### config.mk
export PLATFORM = sky130hd
export DESIGN_NAME = count4_code_dec
export DESIGN_NICKNAME = d
export VERILOG_FILES = /design/src/rtl/count4_pkg.sv /design/src/rtl/count4_code_dec.sv
export SDC_FILE = /design/constraint.sdc
export NUM_CORES = 1
export LEC_CHECK = 0
export BUFFER_PORTS_ARGS = -buffer_cell sky130_fd_sc_hd__clkbuf_2
export CAP_MARGIN = 15
export CORE_AREA = 2 2 39 41
export DETAILED_ROUTE_END_ITERATION = 8
export DIE_AREA = 0 0 41 43
export GPL_TIMING_DRIVEN = 0
export SETUP_SLACK_MARGIN = 0.5
export SYNTH_ARGS = -nofsm -noshare
export SYNTH_HDL_FRONTEND = slang
export SYNTH_SLANG_ARGS = --single-unit
### constraint.sdc
create_clock -name vclk -period 1.8
set_input_delay 0.09 -clock vclk [all_inputs]
set_output_delay 0.09 -clock vclk [all_outputs]
set_load 0.005 [all_outputs]
### src/rtl/count4_pkg.sv
// Shared definitions for the count4 sequence code: legal code table, checker
// state encoding and the code-to-index decode function.
package count4_pkg;

    localparam logic [3:0] C0 = 4'b0000;
    localparam logic [3:0] C1 = 4'b1101;
    localparam logic [3:0] C2 = 4'b1010;
    localparam logic [3:0] C3 = 4'b0001;
    localparam logic [3:0] C4 = 4'b1111;
    localparam logic [3:0] C5 = 4'b0010;
    localparam logic [3:0] C6 = 4'b0101;
    localparam logic [3:0] C7 = 4'b1110;

    typedef enum logic {
        HUNT   = 1'b0,
        LOCKED = 1'b1
    } state_t;

    // Returns {legal, idx[2:0]}; illegal codes decode to {0, 3'd0}.
    function automatic logic [3:0] code2idx(input logic [3:0] code);
        logic [3:0] res;
        case (code)
            C0:      res = {1'b1, 3'd0};
            C1:      res = {1'b1, 3'd1};
            C2:      res = {1'b1, 3'd2};
            C3:      res = {1'b1, 3'd3};
            C4:      res = {1'b1, 3'd4};
            C5:      res = {1'b1, 3'd5};
            C6:      res = {1'b1, 3'd6};
            C7:      res = {1'b1, 3'd7};
            default: res = {1'b0, 3'd0};
        endcase
        return res;
    endfunction

endpackage

### src/rtl/count4_code_dec.sv
// Combinational decoder from a raw count4 code to its legal flag and
// sequence index.
module count4_code_dec
    import count4_pkg::*;
(
    input  logic [3:0] code_in,
    output logic       legal,
    output logic [2:0] idx
);

    assign {legal, idx} = code2idx(code_in);

endmodule

==> run_results.csv, run 1 <==
group,metric,value,unit
floorplan,die_w,41,um
sta,fmax,994,MHz
drt,wl_per_cell,6.20,um
global_routing,antenna_found_initial,0,
yosys,postSynthCellCount,17,
setup_path,cp-start-kind,"primary input",
global_routing,grt.total_usage,2.70,%
finish,fillers,162,
yosys,avgSynthCellArea,7.21,um2
sta,whs,466,ps
sta,slew_violations,0,
worst_hold_path,hp-class,"in2out",
placed_design,place_congestion,0.466,
outcome,outcome,"completed",
sta,slew_headroom,87.9,%
sta,finalHoldViolCount,0,
clock_network,cts_resized,0,
setup_path,cp_max_fo,4,
yosys,synth_compound_area_share,17.3,%
floorplan,coreArea,0.00138,mm2
setup_path,required,1710,ps
yosys,yosys.area_share.xor_xnor,7.14,%
setup_path,crit_arrival,920,ps
pwr,power_leakage,0.104,nW
yosys,synth.area.mux_share,8.16,%
setup_path,crit_start,"code_in[1]",
yosys,synth-simple-area-share,31.6,%
floorplan,die_area,0.00176,mm2
clock_network,cts_setup_buffers,0,
floorplan,die_h,43,um
pwr,comb_power_share,100.0,%
sta,final-setup-viol-count,0,
sta,rsz0062_at_grt,"no",
finish,nClkBuffers,0,
sta,period_share,55.9,%
finish,drive_gt1_share,41.7,%
drt,drt-total-wl,248,um
pwr,vdd_drop_max,0.0000286,V
yosys,yosys.area_share.adder,20.4,%
finish,seq_cell_count,0,
finish,num_antenna_cells,0,
global_routing,grt_pass1_vias,94,
finish,final_nets,32,
pwr,p_sw_share,47.9,%
placed_design,port_buffers,7,
sta,tns,0,ps
yosys,synthDistinctLibCells,12,
yosys,synth_area,123,um2
yosys,yosysMostFrequentCell,"nand2_1",
floorplan,start_util,8.86,%
global_routing,grt_start_max_net_pins,8,
yosys,synth_top_area_share,20.4,%
floorplan,io_pins,8,
yosys,ys_seq_area_share,0,%
setup_path,slowest_delay,220,ps
yosys,netlist_top_cells_area,"ha_1 20%, nand2b_4 11%, buf_6 9.2%",
drt,route.detailed.drc,0,
drt,first_iter_violations,0,
pwr,power_frac_clock,0,%
floorplan,rows,14,
global_routing,grt_first_pass_wirelength,358,um
sta,worst_pin_slew,180,ps
pwr,p_int,0.0194,mW
global_routing,overflow,0,
setup_path,critical_path.slowest_cell,"a22o_1",
clock_network,cts_hold_buf,0,
setup_path,cpMostUsedCell,"clkbuf_2",
yosys,synth_commonest_cells,"3 x nand2_1, 2 x ha_1, 2 x inv_1, 2 x nor2_1",
run,cap_violations,0,
drt,via_count,133,
pwr,pwr_density_cell,210,mW/mm2
yosys,synth_top_family_by_area,"simple AND/OR/NAND/NOR gates",
yosys,syn_nets,23,
yosys,yosysWarningCount,0,
drt,firstDrtPassIters,1,
finish,syn2layout_area_growth,44.9,%
drt,ant_nets,0,
finish,multi_input_area,104,um2
finish,regArea,0,um2
setup_path,worstSetupPathType,"in2out",
setup_path,worstSetupEndpointType,"output port",
setup_path,cp-endpoint,"idx[2]",
drt,viasPerCell,3.33,
pwr,seqPwrFrac,0,%
setup_path,crit_chain,"clkbuf_2, inv_1, ha_1, nand2b_4, nand2_2, a22o_1, clkbuf_2",
pwr,power.switching,0.0179,mW
pwr,finalPower,0.0373,mW
sta,period_minus_slack,1010,ps
yosys,yosysTopAreaCell,"ha_1",
cells in the final DEF, fill, tap and decap left out, drive strengths merged:
cell type,instances
ha,2
inv,2
nand2,4
a21oi,1
xor2,1
a211oi,1
clkbuf,7
buf,1
mux2i,1
nor2,2
a22o,1
nand2b,1
layout make-up:
type                            count  share of cell area [%]
Multi-Input combinational cell     14                    58.5
Inverter                            2                    4.23
Tap cell                           16                    11.3
Timing Repair Buffer                7                    19.7
Buffer                              1                    6.34
how the worst min path moves through the flow:
stage	start	slack [ps]	to	cells after the start
after floorplan	code_in[0]	230	legal	1
after global placement	code_in[0]	470	legal	3
after detailed placement	code_in[0]	470	legal	3
after CTS	code_in[0]	470	legal	3
after global routing	code_in[0]	490	legal	3
final	code_in[0]	470	legal	3
worst max-delay path, delay by kind of cell:
family | cells | cell delay (ps)
AO/OA/AOI/OAI | 1 | 220
adder cells (fa/ha/maj) | 1 | 200
AND/OR/NAND/NOR | 2 | 120
buffers and inverters | 3 | 290
routing by layer:
metal	GRT usage (%)	vias to the layer above	share of wire, %
met3	0	0	11
met4	0	0	0
met2	5.00	6	44
met5	0	-	0
met1	3.48	56	44
li1	-	71	-
cells by family (layout without fill, tap and decap cells):
group,Yosys count,after routing
buffers and inverters,3,10
adders and majority gates,2,2
AOI/OAI and AO/OA,3,3
xor gates and xnor gates,1,1
and+or+nand+nor,7,7
muxes,1,1
per-stage QoR:
| step | cell area, um2 | setup slack (ps) | std cells | utilization [%] |
|---|---|---|---|---|
| floorplan | 123 | 1060 | 17 | - |
| global placement | 178 | 808 | 40 | 12.8 |
| detailed placement | 178 | 788 | 40 | 12.8 |
| CTS | 178 | 788 | 40 | 12.8 |
| global route | 178 | 732 | 40 | 12.8 |
| finish | 178 | 794 | 40 | 12.8 |
power by group through the flow:
stage	sequential [mW]	clock, mW	combinational (mW)
floorplan	0	0	0.0226
global placement	0	0	0.0374
detailed placement	0	0	0.0381
CTS	0	0	0.0383
global route	0	0	0.0426
finish	0	0	0.0373
Power figures use the tool's default switching activity.
==> inputs of run 2 (changes only) <==
--- a/config.mk
+++ b/config.mk
@@ -5,6 +5,7 @@
 export SDC_FILE = /design/constraint.sdc
 export NUM_CORES = 1
 export LEC_CHECK = 0
+export ABC_AREA = 1
 export BUFFER_PORTS_ARGS = -buffer_cell sky130_fd_sc_hd__clkbuf_2
 export CAP_MARGIN = 15
 export CORE_AREA = 2 2 39 41
==> constraint.sdc (replaced) <==
create_clock -name vclk -period 0.9
set_input_delay 0.045 -clock vclk [all_inputs]
set_output_delay 0.045 -clock vclk [all_outputs]
set_load 0.005 [all_outputs]
==> run 2 against run 1 <==
Effect of this change:
- synthesized area shrank 1.0%
- setup slack lost 690 ps
- global-route usage is 1.0 points higher
- wire length grew 34%
==> run_results.csv, run 2 <==
group,metric,value,unit
finish,drive_gt1_share,58.3,%
setup_path,worstSetupEndpointType,"output port",
floorplan,die_w,41,um
yosys,ys_seq_area_share,0,%
setup_path,crit_arrival,750,ps
drt,via_count,176,
finish,final_cell_area,295,um2
yosys,avgSynthCellArea,4.85,um2
yosys,postSynthCellCount,25,
drt,route.detailed.drc,0,
global_routing,grt_start_max_net_pins,7,
floorplan,start_util,8.77,%
setup_path,cp-start-kind,"primary input",
pwr,finalPower,0.128,mW
sta,period_share,88.2,%
sta,rsz0062_at_grt,"yes",
sta,final-setup-viol-count,0,
yosys,synth_area,121,um2
drt,wl_per_cell,6.40,um
floorplan,rows,14,
placed_design,place_congestion,0.672,
finish,syn2layout_area_growth,143,%
finish,nClkBuffers,0,
finish,final_cell_mix,"7 x nand2_1, 3 x inv_2, 3 x nand3_1, 3 x clkbuf_2",
setup_path,cp_max_fo,3,
global_routing,grt.total_usage,3.70,%
finish,layout_commonest_cell,"nand2_1",
placed_design,place_area,224,um2
sta,fmax,1260,MHz
setup_path,required,850,ps
placed_design,hpwlAfterDp,267,um
sta,finalHoldViolCount,0,
floorplan,die_area,0.00176,mm2
yosys,yosysWarningCount,0,
finish,num_antenna_cells,0,
sta,slew_headroom,91.9,%
finish,seq_cell_count,0,
sta,worst_pin_slew,122,ps
worst_hold_path,hold_depth,3,
placed_design,port_buffers,8,
setup_path,worstSetupPathType,"in2out",
yosys,syn_nets,31,
drt,firstDrtPassIters,1,
outcome,outcome,"completed",
global_routing,antenna_found_initial,0,
floorplan,die_h,43,um
sta,slew_violations,0,
finish,regArea,0,um2
floorplan,coreArea,0.00138,mm2
finish,final_nets,44,
drt,ant_nets,0,
yosys,yosysTopAreaCell,"nand2_1",
pwr,power_leakage,0.149,nW
run,cap_violations,0,
yosys,synthDistinctLibCells,8,
global_routing,grt_first_pass_wirelength,483,um
pwr,pwr_density_cell,433,mW/mm2
worst_hold_path,hp-class,"in2out",
sta,period_minus_slack,794,ps
yosys,synth_top_area_share,27.8,%
drt,first_iter_violations,0,
global_routing,grt_pass1_vias,132,
drt,drt-total-wl,333,um
drt,viasPerCell,3.38,
yosys,yosysMostFrequentCell,"nand2_1",
pwr,vdd_drop_max,0.0000871,V
yosys,synth_commonest_cells,"9 x nand2_1, 5 x inv_1, 4 x nand3_1",
global_routing,overflow,0,
yosys,netlist_top_cells_area,"nand2_1 28%, ha_1 21%, nand3_1 16%",
floorplan,io_pins,8,
## run 2: cell types whose count changed in the layout (fill, tap and decap cells not counted), moves of 2 or more
cell,previous run,this run
buf_2,0,2
nand2_1,3,7
inv_2,0,3
clkbuf_2,7,3
nand3_1,0,3
ha_4,0,2
buf_4,0,2
ha_1,2,0
## run 2: final timing paths
kind / startpoint / to
worst min-delay path: code_in[3] / idx[1]
worst max-delay path: code_in[0] / idx[0]
## run 2: layout make-up
class | count | area [um2]
Tap cell | 16 | 20.0
Multi-Input combinational cell | 19 | 134
Inverter | 6 | 40.0
Fill cell | 156 | 1090
Timing Repair Buffer | 11 | 101
## run 2: cells by family after synthesis
family,synth area share [%]
AOI/OAI and AO/OA,10.3
adders and majority gates,20.6
buffers and inverters,18.6
and+or+nand+nor,50.5
## run 2: critical path, stage by stage
cell and delay [ps]:
clkbuf_16 140, inv_12 50, ha_4 170, o21bai_1 140, nor2_1 90, clkbuf_2 120
## run 2: what timing repair did
| item | in CTS | in global routing |
|---|---|---|
| resized for setup | 5 | 8 |
| setup buffers | 2 | 1 |
| pin swaps | 4 | 3 |
| endpoints found under the setup margin | 4 | 4 |
| hold buffers | 0 | 0 |
## run 2: metal layers
metal / track usage [%] / vias up / wire length, um
li1: - / 100 / -
met1: 4.75 / 71 / 135
met2: 6.88 / 5 / 170
met3: 0 / 0 / 27
met4: 0 / 0 / 0
met5: 0 / - / 0
## run 2: report_power, final
group	switching (mW)	internal, mW	total [mW]
combinational	0.0590	0.0690	0.128
clock	0	0	0
sequential	0	0	0
## run 2: per-stage QoR
stage,setup WS (ps),hold slack [ps],setup TNS (ps),std cells,util (%)
floorplan,346,150,0,25,-
global placement,-29.9,405,-29.9,49,16.2
detailed placement,-33.9,407,-33.9,49,16.2
CTS,81.8,406,0,51,19.3
global route,30.5,455,0,52,21.3
finish,106,419,0,52,21.3
==> inputs of run 3 (changes only) <==
--- a/config.mk
+++ b/config.mk
@@ -8,10 +8,13 @@
 export ABC_AREA = 1
 export BUFFER_PORTS_ARGS = -buffer_cell sky130_fd_sc_hd__clkbuf_2
 export CAP_MARGIN = 15
+export CELL_PAD_IN_SITES_DETAIL_PLACEMENT = 0
+export CELL_PAD_IN_SITES_GLOBAL_PLACEMENT = 1
 export CORE_AREA = 2 2 39 41
 export DETAILED_ROUTE_END_ITERATION = 8
 export DIE_AREA = 0 0 41 43
 export GPL_TIMING_DRIVEN = 0
+export PLACE_DENSITY_LB_ADDON = 0.1
 export SETUP_SLACK_MARGIN = 0.5
 export SYNTH_ARGS = -nofsm -noshare
 export SYNTH_HDL_FRONTEND = slang
==> run 3 against run 2 <==
Effect of this change:
- first-iteration DRC count stayed put
- core utilization up 0.90 points
- non-clock buffer count decreased by 1
- design area grew 4.2%
- critical path depth unchanged
- sequential share of layout area stayed put
- total power is 8.4% higher
- count of clock-buffer cells in the layout did not move
- critical path type unchanged
- largest cell class unchanged
==> run_results.csv, run 3 (synthesis gave the netlist of run 2 again) <==
group,metric,value,unit
outcome,outcome,"completed",
pwr,pwr_density_cell,451,mW/mm2
global_routing,overflow,0,
setup_path,cp_max_fo,2,
sta,slew_violations,0,
finish,finalNonFillerCells,51,
placed_design,hpwlAfterDp,355,um
floorplan,start_util,8.77,%
floorplan,die_h,43,um
floorplan,io_pins,8,
setup_path,crit_chain,"clkbuf_16, inv_12, ha_4, o21bai_4, nor2_1, buf_2",
clock_network,cts_hold_buf,0,
finish,nClkBuffers,0,
setup_path,worstSetupEndpointType,"output port",
floorplan,coreArea,0.00138,mm2
setup_path,slowest_delay,180,ps
pwr,p_sw_share,44.9,%
finish,final_nets,43,
worst_hold_path,holdCritStartpoint,"code_in[2]",
drt,firstDrtPassIters,1,
global_routing,grt_first_pass_wirelength,738,um
floorplan,die_area,0.00176,mm2
setup_path,worstSetupPathType,"in2out",
pwr,power_leakage,0.152,nW
drt,first_iter_violations,0,
floorplan,die_w,41,um
drt,ant_nets,0,
floorplan,rows,14,
finish,final_util,22.2,%
global_routing,grt_pass1_vias,165,
sta,period_minus_slack,823,ps
sta,final-setup-viol-count,0,
finish,layout_commonest_cell,"nand2_1",
run,cap_violations,0,
global_routing,grt_start_max_net_pins,7,
global_routing,antenna_found_initial,0,
finish,seq_cell_count,0,
placed_design,dp_cells,49,
pwr,seqPwrFrac,0,%
drt,viasPerCell,3.59,
sta,worst_pin_slew,154,ps
drt,wl_per_cell,8.51,um
setup_path,cp_top_family,"buffers and inverters",
global_routing,grt.total_usage,5.79,%
setup_path,crit_arrival,780,ps
pwr,power.switching,0.0623,mW
setup_path,critical_path.slowest_cell,"ha_4",
finish,drive_gt1_share,54.3,%
drt,route.detailed.drc,0,
pwr,vdd_drop_max,0.0000939,V
drt,drt-total-wl,434,um
finish,regArea,0,um2
worst_hold_path,hp-class,"in2out",
sta,finalHoldViolCount,0,
placed_design,port_buffers,8,
setup_path,required,850,ps
finish,syn2layout_area_growth,154,%
sta,slew_headroom,89.7,%
drt,via_count,183,
placed_design,place_congestion,0.629,
worst_hold_path,hold_depth,4,
finish,num_antenna_cells,0,
finish,final_cell_mix,"9 x nand2_1, 5 x clkbuf_2, 3 x inv_2, 3 x nand3_1",
sta,rsz0062_at_grt,"yes",
worst_hold_path,min_to,"idx[2]",
pwr,comb_power_share,100.0,%
finish,fillers,171,
pwr,power_frac_clock,0,%
setup_path,crit_buf_inv,3,
sta,fmax,1210,MHz
setup_path,cp-start-kind,"primary input",
pwr,p_int,0.0764,mW
sta,period_share,91.5,%
-- run 3: cell count changes in the layout (fill, tap and decap cells not counted), sizes merged --
cell	before	now
buf	6	3
clkbuf	5	7
-- run 3: worst max-delay path by stage --
stage	cells after the start	from	slack [ps]	endpoint
floorplan	3	code_in[1]	350	idx[0]
global placement	6	code_in[0]	-40	idx[0]
detailed placement	6	code_in[0]	-60	idx[0]
CTS	6	code_in[0]	70	idx[0]
global route	6	code_in[0]	50	idx[0]
finish	6	code_in[0]	80	idx[0]
-- run 3: area by class of cell --
| class | instances | area, um2 | area share [%] |
|---|---|---|---|
| multi-input combinational | 19 | 140 | 45.5 |
| timing repair buffer | 10 | 108 | 35.0 |
| inverter | 6 | 40.0 | 13.0 |
| tap | 16 | 20.0 | 6.50 |
-- run 3: layer usage --
layer / global-route usage [%] / up-vias / wire length [um]
met5: 0 / - / 0
met4: 0 / 0 / 0
met3: 0 / 0 / 27
met2: 9.38 / 7 / 205
met1: 8.86 / 78 / 201
li1: - / 98 / -
-- run 3: power groups by stage --
stage	Clock (mW)	Sequential, mW	Combinational, mW
after floorplan	0	0	0.0499
after global placement	0	0	0.0985
after detailed placement	0	0	0.0983
after CTS	0	0	0.129
after global routing	0	0	0.154
final	0	0	0.139
-- run 3: what timing repair did --
item | in CTS | in global routing
buffers inserted | 2 | 0
setup endpoints to repair | 4 | 4
gates resized for setup | 6 | 3
pin swaps | 2 | 2
-- run 3: through the flow --
stage               power, mW  setup TNS (ps)  instance area, um2  setup slack, ps  hold slack, ps
global placement       0.0985           -43.3                 224            -43.3             420
global route            0.154               0                 308             50.0             464
CTS                     0.129               0                 292             68.9             426
floorplan              0.0499               0                 164              346             150
detailed placement     0.0983           -59.1                 224            -59.1             424
finish                  0.139               0                 308             76.6             431
